File: src/rtl/ptp_offset_calc_if.sv
// ptp_offset_calc_if: timestamp events in, offset/delay results out
//   master: drives timer, ts_2_record, ts_1_valid/ts_1, ts_3_record, ts_4_valid/ts_4
//   slave : drives offset_valid, offset, delay, sync_err, sync_count
interface ptp_offset_calc_if #(parameter int W_TS = 48);
  logic [W_TS-1:0] timer, ts_1, ts_4, offset, delay;
  logic ts_2_record, ts_1_valid, ts_3_record, ts_4_valid, offset_valid, sync_err;
  logic [31:0] sync_count;
  modport master(
    output timer, ts_2_record, ts_1_valid, ts_1, ts_3_record, ts_4_valid, ts_4,
    input offset_valid, offset, delay, sync_err, sync_count
  );
  modport slave(
    input timer, ts_2_record, ts_1_valid, ts_1, ts_3_record, ts_4_valid, ts_4,
    output offset_valid, offset, delay, sync_err, sync_count
  );
endinterface

File: src/rtl/ptp_offset_calc.sv
// ptp_offset_calc: assembles T1..T4 per Sync and computes slave offset and mean path delay
//   clk, reset : clock, asynchronous active-high reset
//   bus        : event inputs (timer, T1/T2/T3/T4 marks) and results (offset, delay, sync_err, sync_count)
module ptp_offset_calc #(
  parameter int W_TS    = 48,
  parameter int NS_WRAP = 125000,
  parameter int TIMEOUT = 1250000
) (
  input logic clk,
  input logic reset,
  ptp_offset_calc_if.slave bus
);
  localparam int LO_W = 17;
  localparam int WD_W = $clog2(TIMEOUT + 1);
  typedef enum logic [1:0] {IDLE, WAIT_T1, WAIT_T3, WAIT_T4} state_t;
  state_t state_q, state_d, state_ev;
  logic [WD_W-1:0] wd_q, wd_d;
  logic [W_TS-1:0] t1_q, t1_d, t2_q, t2_d, t3_q, t3_d;
  logic [3:0][W_TS-1:0] p0_q, p0_d, p1_q, p1_d;
  logic p0_v_q, p0_v_d, p1_v_q, p1_v_d, p2_v_q, p2_v_d;
  logic [W_TS:0] a_q, a_d, b_q, b_d;
  logic [W_TS+1:0] sum, diff;
  logic [W_TS-1:0] offset_q, offset_d, delay_q, delay_d;
  logic offset_valid_q, offset_valid_d, sync_err_q, sync_err_d;
  logic [31:0] sync_count_q, sync_count_d;
  logic fsm_err, hand, timeout, ok, rej;
  function automatic logic [W_TS-1:0] lin(input logic [W_TS-1:0] t);
    return W_TS'(t[W_TS-1:LO_W]) * W_TS'(NS_WRAP) + W_TS'(t[LO_W-1:0]);
  endfunction
  always_comb begin
    state_ev = state_q;
    t1_d = t1_q;
    t2_d = t2_q;
    t3_d = t3_q;
    fsm_err = 1'b0;
    hand = 1'b0;
    case (state_q)
      IDLE: if (bus.ts_2_record) begin
        t2_d = bus.timer;
        state_ev = WAIT_T1;
      end
      WAIT_T1: if (bus.ts_1_valid) begin
        t1_d = bus.ts_1;
        state_ev = WAIT_T3;
      end else if (bus.ts_2_record) t2_d = bus.timer;
      WAIT_T3: if (bus.ts_2_record) begin
        fsm_err = 1'b1;
        t2_d = bus.timer;
        state_ev = WAIT_T1;
      end else if (bus.ts_3_record) begin
        t3_d = bus.timer;
        state_ev = WAIT_T4;
      end
      WAIT_T4: if (bus.ts_4_valid) begin
        hand = 1'b1;
        t2_d = bus.ts_2_record ? bus.timer : t2_q;
        state_ev = bus.ts_2_record ? WAIT_T1 : IDLE;
      end else if (bus.ts_2_record) begin
        fsm_err = 1'b1;
        t2_d = bus.timer;
        state_ev = WAIT_T1;
      end
    endcase
    // An event that moves the FSM this cycle wins over an expiring watchdog.
    timeout = state_q != IDLE && state_ev == state_q && wd_q == WD_W'(TIMEOUT - 1);
    state_d = timeout ? IDLE : state_ev;
    wd_d = (state_d != state_q || state_q == IDLE) ? '0 : wd_q + 1'b1;
    // Raw stage loads every cycle; only the valid bit qualifies it.
    p0_v_d = hand;
    p0_d = {bus.ts_4, t3_q, t2_q, t1_q};
    p1_v_d = p0_v_q;
    for (int i = 0; i < 4; i++) p1_d[i] = lin(p0_q[i]);
    p2_v_d = p1_v_q;
    a_d = {1'b0, p1_q[1]} - {1'b0, p1_q[0]};
    b_d = {1'b0, p1_q[3]} - {1'b0, p1_q[2]};
    // One extra bit keeps A+B and A-B exact; dropping bit 0 is the floor halving.
    sum = {a_q[W_TS], a_q} + {b_q[W_TS], b_q};
    diff = {a_q[W_TS], a_q} - {b_q[W_TS], b_q};
    ok = p2_v_q & ~sum[W_TS+1];
    rej = p2_v_q & sum[W_TS+1];
    offset_d = ok ? diff[W_TS:1] : offset_q;
    delay_d = ok ? sum[W_TS:1] : delay_q;
    offset_valid_d = ok;
    sync_err_d = fsm_err | timeout | rej;
    sync_count_d = sync_count_q + 32'(ok);
  end
  always_ff @(posedge clk or posedge reset)
    if (reset) begin
      state_q <= IDLE;
      wd_q <= '0;
      t1_q <= '0;
      t2_q <= '0;
      t3_q <= '0;
      p0_q <= '0;
      p1_q <= '0;
      p0_v_q <= 1'b0;
      p1_v_q <= 1'b0;
      p2_v_q <= 1'b0;
      a_q <= '0;
      b_q <= '0;
      offset_q <= '0;
      delay_q <= '0;
      offset_valid_q <= 1'b0;
      sync_err_q <= 1'b0;
      sync_count_q <= '0;
    end else begin
      state_q <= state_d;
      wd_q <= wd_d;
      t1_q <= t1_d;
      t2_q <= t2_d;
      t3_q <= t3_d;
      p0_q <= p0_d;
      p1_q <= p1_d;
      p0_v_q <= p0_v_d;
      p1_v_q <= p1_v_d;
      p2_v_q <= p2_v_d;
      a_q <= a_d;
      b_q <= b_d;
      offset_q <= offset_d;
      delay_q <= delay_d;
      offset_valid_q <= offset_valid_d;
      sync_err_q <= sync_err_d;
      sync_count_q <= sync_count_d;
    end
  assign bus.offset_valid = offset_valid_q;
  assign bus.offset = offset_q;
  assign bus.delay = delay_q;
  assign bus.sync_err = sync_err_q;
  assign bus.sync_count = sync_count_q;
endmodule

File: src/flat_wrapper.sv
// flat-port wrapper written by rule: the top's interface ports become plain ports
module ptp_offset_calc_flat 
#(
  parameter int W_TS    = 48,
  parameter int NS_WRAP = 125000,
  parameter int TIMEOUT = 1250000
)
  (clk, reset, bus_timer, bus_ts_2_record, bus_ts_1_valid, bus_ts_1, bus_ts_3_record, bus_ts_4_valid, bus_ts_4, bus_offset_valid, bus_offset, bus_delay, bus_sync_err, bus_sync_count);
  ptp_offset_calc_if #(.W_TS(W_TS)) bus_i ();
  input logic clk;
  input logic reset;
  input wire logic [$bits(bus_i.timer)-1:0] bus_timer;
  input wire logic [$bits(bus_i.ts_2_record)-1:0] bus_ts_2_record;
  input wire logic [$bits(bus_i.ts_1_valid)-1:0] bus_ts_1_valid;
  input wire logic [$bits(bus_i.ts_1)-1:0] bus_ts_1;
  input wire logic [$bits(bus_i.ts_3_record)-1:0] bus_ts_3_record;
  input wire logic [$bits(bus_i.ts_4_valid)-1:0] bus_ts_4_valid;
  input wire logic [$bits(bus_i.ts_4)-1:0] bus_ts_4;
  output wire logic [$bits(bus_i.offset_valid)-1:0] bus_offset_valid;
  output wire logic [$bits(bus_i.offset)-1:0] bus_offset;
  output wire logic [$bits(bus_i.delay)-1:0] bus_delay;
  output wire logic [$bits(bus_i.sync_err)-1:0] bus_sync_err;
  output wire logic [$bits(bus_i.sync_count)-1:0] bus_sync_count;
  assign bus_i.timer = bus_timer;
  assign bus_i.ts_2_record = bus_ts_2_record;
  assign bus_i.ts_1_valid = bus_ts_1_valid;
  assign bus_i.ts_1 = bus_ts_1;
  assign bus_i.ts_3_record = bus_ts_3_record;
  assign bus_i.ts_4_valid = bus_ts_4_valid;
  assign bus_i.ts_4 = bus_ts_4;
  assign bus_offset_valid = bus_i.offset_valid;
  assign bus_offset = bus_i.offset;
  assign bus_delay = bus_i.delay;
  assign bus_sync_err = bus_i.sync_err;
  assign bus_sync_count = bus_i.sync_count;
  ptp_offset_calc #(.W_TS(W_TS), .NS_WRAP(NS_WRAP), .TIMEOUT(TIMEOUT)) u_core (.clk(clk), .reset(reset), .bus(bus_i));
endmodule
File: config.mk
export PLATFORM = sky130hd
export DESIGN_NAME = ptp_offset_calc_flat
export DESIGN_NICKNAME = d
export VERILOG_FILES = /design/src/rtl/ptp_offset_calc_if.sv /design/src/rtl/ptp_offset_calc.sv /design/src/flat_wrapper.sv
export SDC_FILE = /design/constraint.sdc
export NUM_CORES = 2
export LEC_CHECK = 0
export ABC_AREA = 0
export CAP_MARGIN = 20
export CELL_PAD_IN_SITES_DETAIL_PLACEMENT = 0
export CELL_PAD_IN_SITES_GLOBAL_PLACEMENT = 1
export CORE_ASPECT_RATIO = 0.7
export CORE_UTILIZATION = 50
export DETAILED_ROUTE_END_ITERATION = 6
export PLACE_DENSITY_LB_ADDON = 0.1
export SYNTH_ARGS = -nofsm -noshare
export SYNTH_HDL_FRONTEND = slang
export SYNTH_SLANG_ARGS = --single-unit
File: constraint.sdc
create_clock -name clk -period 32.4 [get_ports clk]
set_input_delay 3.24 -clock clk [delete_from_list [all_inputs] [get_ports clk]]
set_output_delay 3.24 -clock clk [all_outputs]
set_load 0.02 [all_outputs]
==> summary.md <==
| Metric | Value |
|---|---|
| Drt wl/cell | 20.4 um |
| Via count | 47200 |
| Footprint of the multi-input gates | 42000 um^2 |
| Synth top area share | 0.296 |
| Final ANT Viol Nets | 0 |
| Avg Inst Size Synth | 9.95 um^2 |
| TNS Setup | 0 ns |
| Clk_lat worst skew | 0.70 ns |
| Most common cell after layout, fill and taps aside | inv_1 |
| First-pass GRT wire length | 279 mm |
| Req. time, crit path | 32.97 ns |
| Final Cell Area | 73800 um^2 |
| Area leader, netlist | dfrtp_1 |
| Synth warnings | 0 |
| Drt total wl | 178 mm |
| CP endpoint kind | flop |
| Fmax | 0.130 GHz |
| Root Buffer | clkbuf_16 |
| Worst path cell trace | inv_1 -> fa_1 -> fa_1 -> inv_1 -> fa_1 -> fa_1 -> ha_1 -> inv_1 -> fa_1 -> inv_1 -> ha_1 -> a21o_1 -> a21o_1 -> a21oi_1 -> nand2_1 -> o31ai_1 -> o21bai_1 -> xnor2_1 -> nand3_1 -> nor4bb_1 -> and4_1 -> and3_1 -> xnor3_1 |
| Clk slew on worst S/H paths | 0.06 ns |
| Tcrit/Tclk final | 0.237 |
| Hold_buf cts | 0 |
| Syn nets | 8179 |
| Sequential area share after synthesis | 0.296 |
| TritonCTS sink count | 782 |
| Total Routing Usage GR | 0.270 |
| HP Class | reg2reg |
| Setup-failing EPs final | 0 |
| Reg2Reg Setup Slack | 24.74 ns |
| Max clock buf depth | 3 |
| WP buf/inv | 4 |
| Antenna violations before repair | 21 |
| Final core utilization | 0.563 |
| RSZ-0062 raised after global routing | no |
| Async S/R FF share, synth | 1.00 |
| Post-Syn Area | 66200 um^2 |
| Clk_skew | 0.0182 ns |
| Most frequent cells in the layout | 1078 x inv_1, 850 x ha_1, 782 x dfrtp_1, 528 x fa_1, 412 x a21oi_1 |
| Post-layout minimum cycle time | 7.66 ns |
| RD Place Congestion | 0.922 |
| Avg Vias per Cell | 5.41 |
| Critical path arrival | 8.24 ns |
| Post-CTS Resized | 0 |
| # DRC | 88 |
| CTS tree | yes |
| Largest net degree at the start of global routing | 152 |
| Die Span X | 437 um |
| Critical setup path kind | reg2reg |
| DRT Pass-1 Iters | 7 |
| Total gr overflow | 0 |
| Min-delay src | u_core.p0_q[49] |
| Placement row count | 111 |
| Die footprint | 134000 um^2 |
| Top FF cell, synth | dfrtp_1 |
| Critical path depth | 23 |
| Hold path endpoint | u_core.p1_q[49] |
| Ranking of synthesized cells by area | dfrtp_1 30%, ha_1 16%, fa_1 16% |
| Initial Util | 0.505 |
| Post-synth EDFFs | 0 |
| Postcts setup bufs | 0 |
| Final HPWL DP | 149 mm |
| Worst Max-Slew Pin Slew | 1.09 ns |
| Reg2Reg Capture Point | u_core.p1_q[47] |
| Crit path top cell by count | fa_1 |
| Max incr delay on CP | 0.88 ns |
| Area grow syn2layout | 11.6% |
| Final Hold Viols | 0 |
| Vias in the first global route | 46800 |
| Cells on worst reg2reg path | 23 |
| # fillers | 11700 |
| Worst-path maximum fanout | 6 |
| DR iter-0 viols | 3610 |
| WHS Path Cells | 0 |
| FF/Latch Area | 19600 um^2 |
| Startpoint types | flop |
| TritonCTS buffer count | 85 |
| Max-Cap Viols | 0 |
| Violated checks | design-rule violations |
| Share of cells above drive strength 1 | 0.0537 |
| Die Ht | 306 um |
| Placed cell areas | 70800 um^2 |
| Reg2reg start | u_core.p0_q[36] |
| Netlist cell types | 105 |
| #FFs+latches synth | 782 |
| WHS | 0.344 ns |
| Cells after Synth | 6651 |
| Final Max Slew Viols | 0 |
| Core ar. | 131000 um^2 |
| I/O Buffers | 279 |
| Outcome | complete, but fails checks |
| Cell family with most CP delay | adder cells |
| I/O Pins | 280 |
| CP max-delay cell | o31ai_1 |
| # nets final | 8433 |
| H-tree lvl count | 3 |
| Slew margin rel. | 0.268 |
-- worst max path at each step --
| stage | from | to |
|---|---|---|
| 3_3_place_gp | u_core.p0_q[34] | u_core.p1_q[47] |
| 6_report | u_core.p0_q[36] | u_core.p1_q[47] |
| 5_1_grt | u_core.p0_q[34] | u_core.p1_q[47] |
| 3_5_place_dp | u_core.p0_q[34] | u_core.p1_q[47] |
| 2_1_floorplan | reset | u_core.a_q[0] |
| 4_1_cts | u_core.p0_q[35] | u_core.p1_q[47] |
-- flip-flops by register name (all words and copies together), names as in the netlist --
| register | count |
|---|---|
| u_core.bus.sync_count | 32 |
| u_core.p2_v_q | 1 |
| u_core.p0_q | 192 |
| u_core.bus.offset | 48 |
| u_core.a_q | 49 |
| u_core.t1_q | 48 |
| u_core.bus.delay | 48 |
| u_core.t3_q | 48 |
| u_core.p1_q | 192 |
| u_core.p0_v_q | 1 |
| u_core.p1_v_q | 1 |
| u_core.bus.sync_err | 1 |
| u_core.state_q | 2 |
| u_core.bus.offset_valid | 1 |
| u_core.t2_q | 48 |
| u_core.wd_q | 21 |
| u_core.b_q | 49 |
-- Yosys cell counts (10+ instances only) --
library cell and instances:
dfrtp_1 782, a31oi_1 41, o31ai_1 36, o21a_1 62
or3_1 19, a211oi_1 31, o211ai_1 23, o21bai_1 68
fa_1 528, nor2b_1 53, o21ai_0 265, a21boi_0 20
nand2b_1 48, a31o_2 13, nor4_1 28, clkbuf_1 107
o22ai_1 11, nor2_1 348, o31a_1 17, inv_1 1079
a21o_1 140, xnor2_1 382, mux2_2 146, xor2_1 154
nand2_1 369, nor3_1 97, ha_1 850, nand3_1 110
a21oi_1 412, nand4_1 75, a211o_1 14, o21ai_1 13
and2_1 28, and4_1 10, and3_1 51, a221oi_1 12
or2_2 17, nand3b_1 12, buf_2 15
-- metal layers --
layer	vias to the layer above	GRT usage	share of wire
li1	22800	-	-
met1	23200	0.454	0.54
met2	1164	0.355	0.38
met3	140	0.0474	0.066
met4	2	0.0470	0.016
met5	-	0	0.000073
-- kinds of logic (layout without fill, tap and decap cells) --
logic type,count (synthesis),in the layout,synth area share
compound gates,1272,1272,0.121
other cells,0,6,0
fa+ha+maj,1378,1378,0.320
flops,782,782,0.296
simple gates,1316,1316,0.0965
buf+inv,1217,1536,0.0693
mux,149,149,0.0253
xor+xnor,537,537,0.0713
-- through the flow --
stage / instances / worst slack, ns
5_1_grt: 8723 / 24.45
4_1_cts: 8719 / 24.83
3_5_place_dp: 8567 / 24.88
3_3_place_gp: 8567 / 24.94
2_1_floorplan: 6651 / 7.20
6_report: 8727 / 24.74
-- area by class of cell --
cell class,instances,area share
Antenna cell,6,0.000203
Clock buffer,116,0.0333
Clock inverter,36,0.00678
Inverter,1087,0.0554
Multi-Input combinational cell,4652,0.569
Sequential cell,782,0.265
Tap cell,1751,0.0297
Timing Repair Buffer,297,0.0405
Power is left out: the tool's default activity adds up to more than one toggle a clock period on the data nets, which glitch-free logic cannot reach.
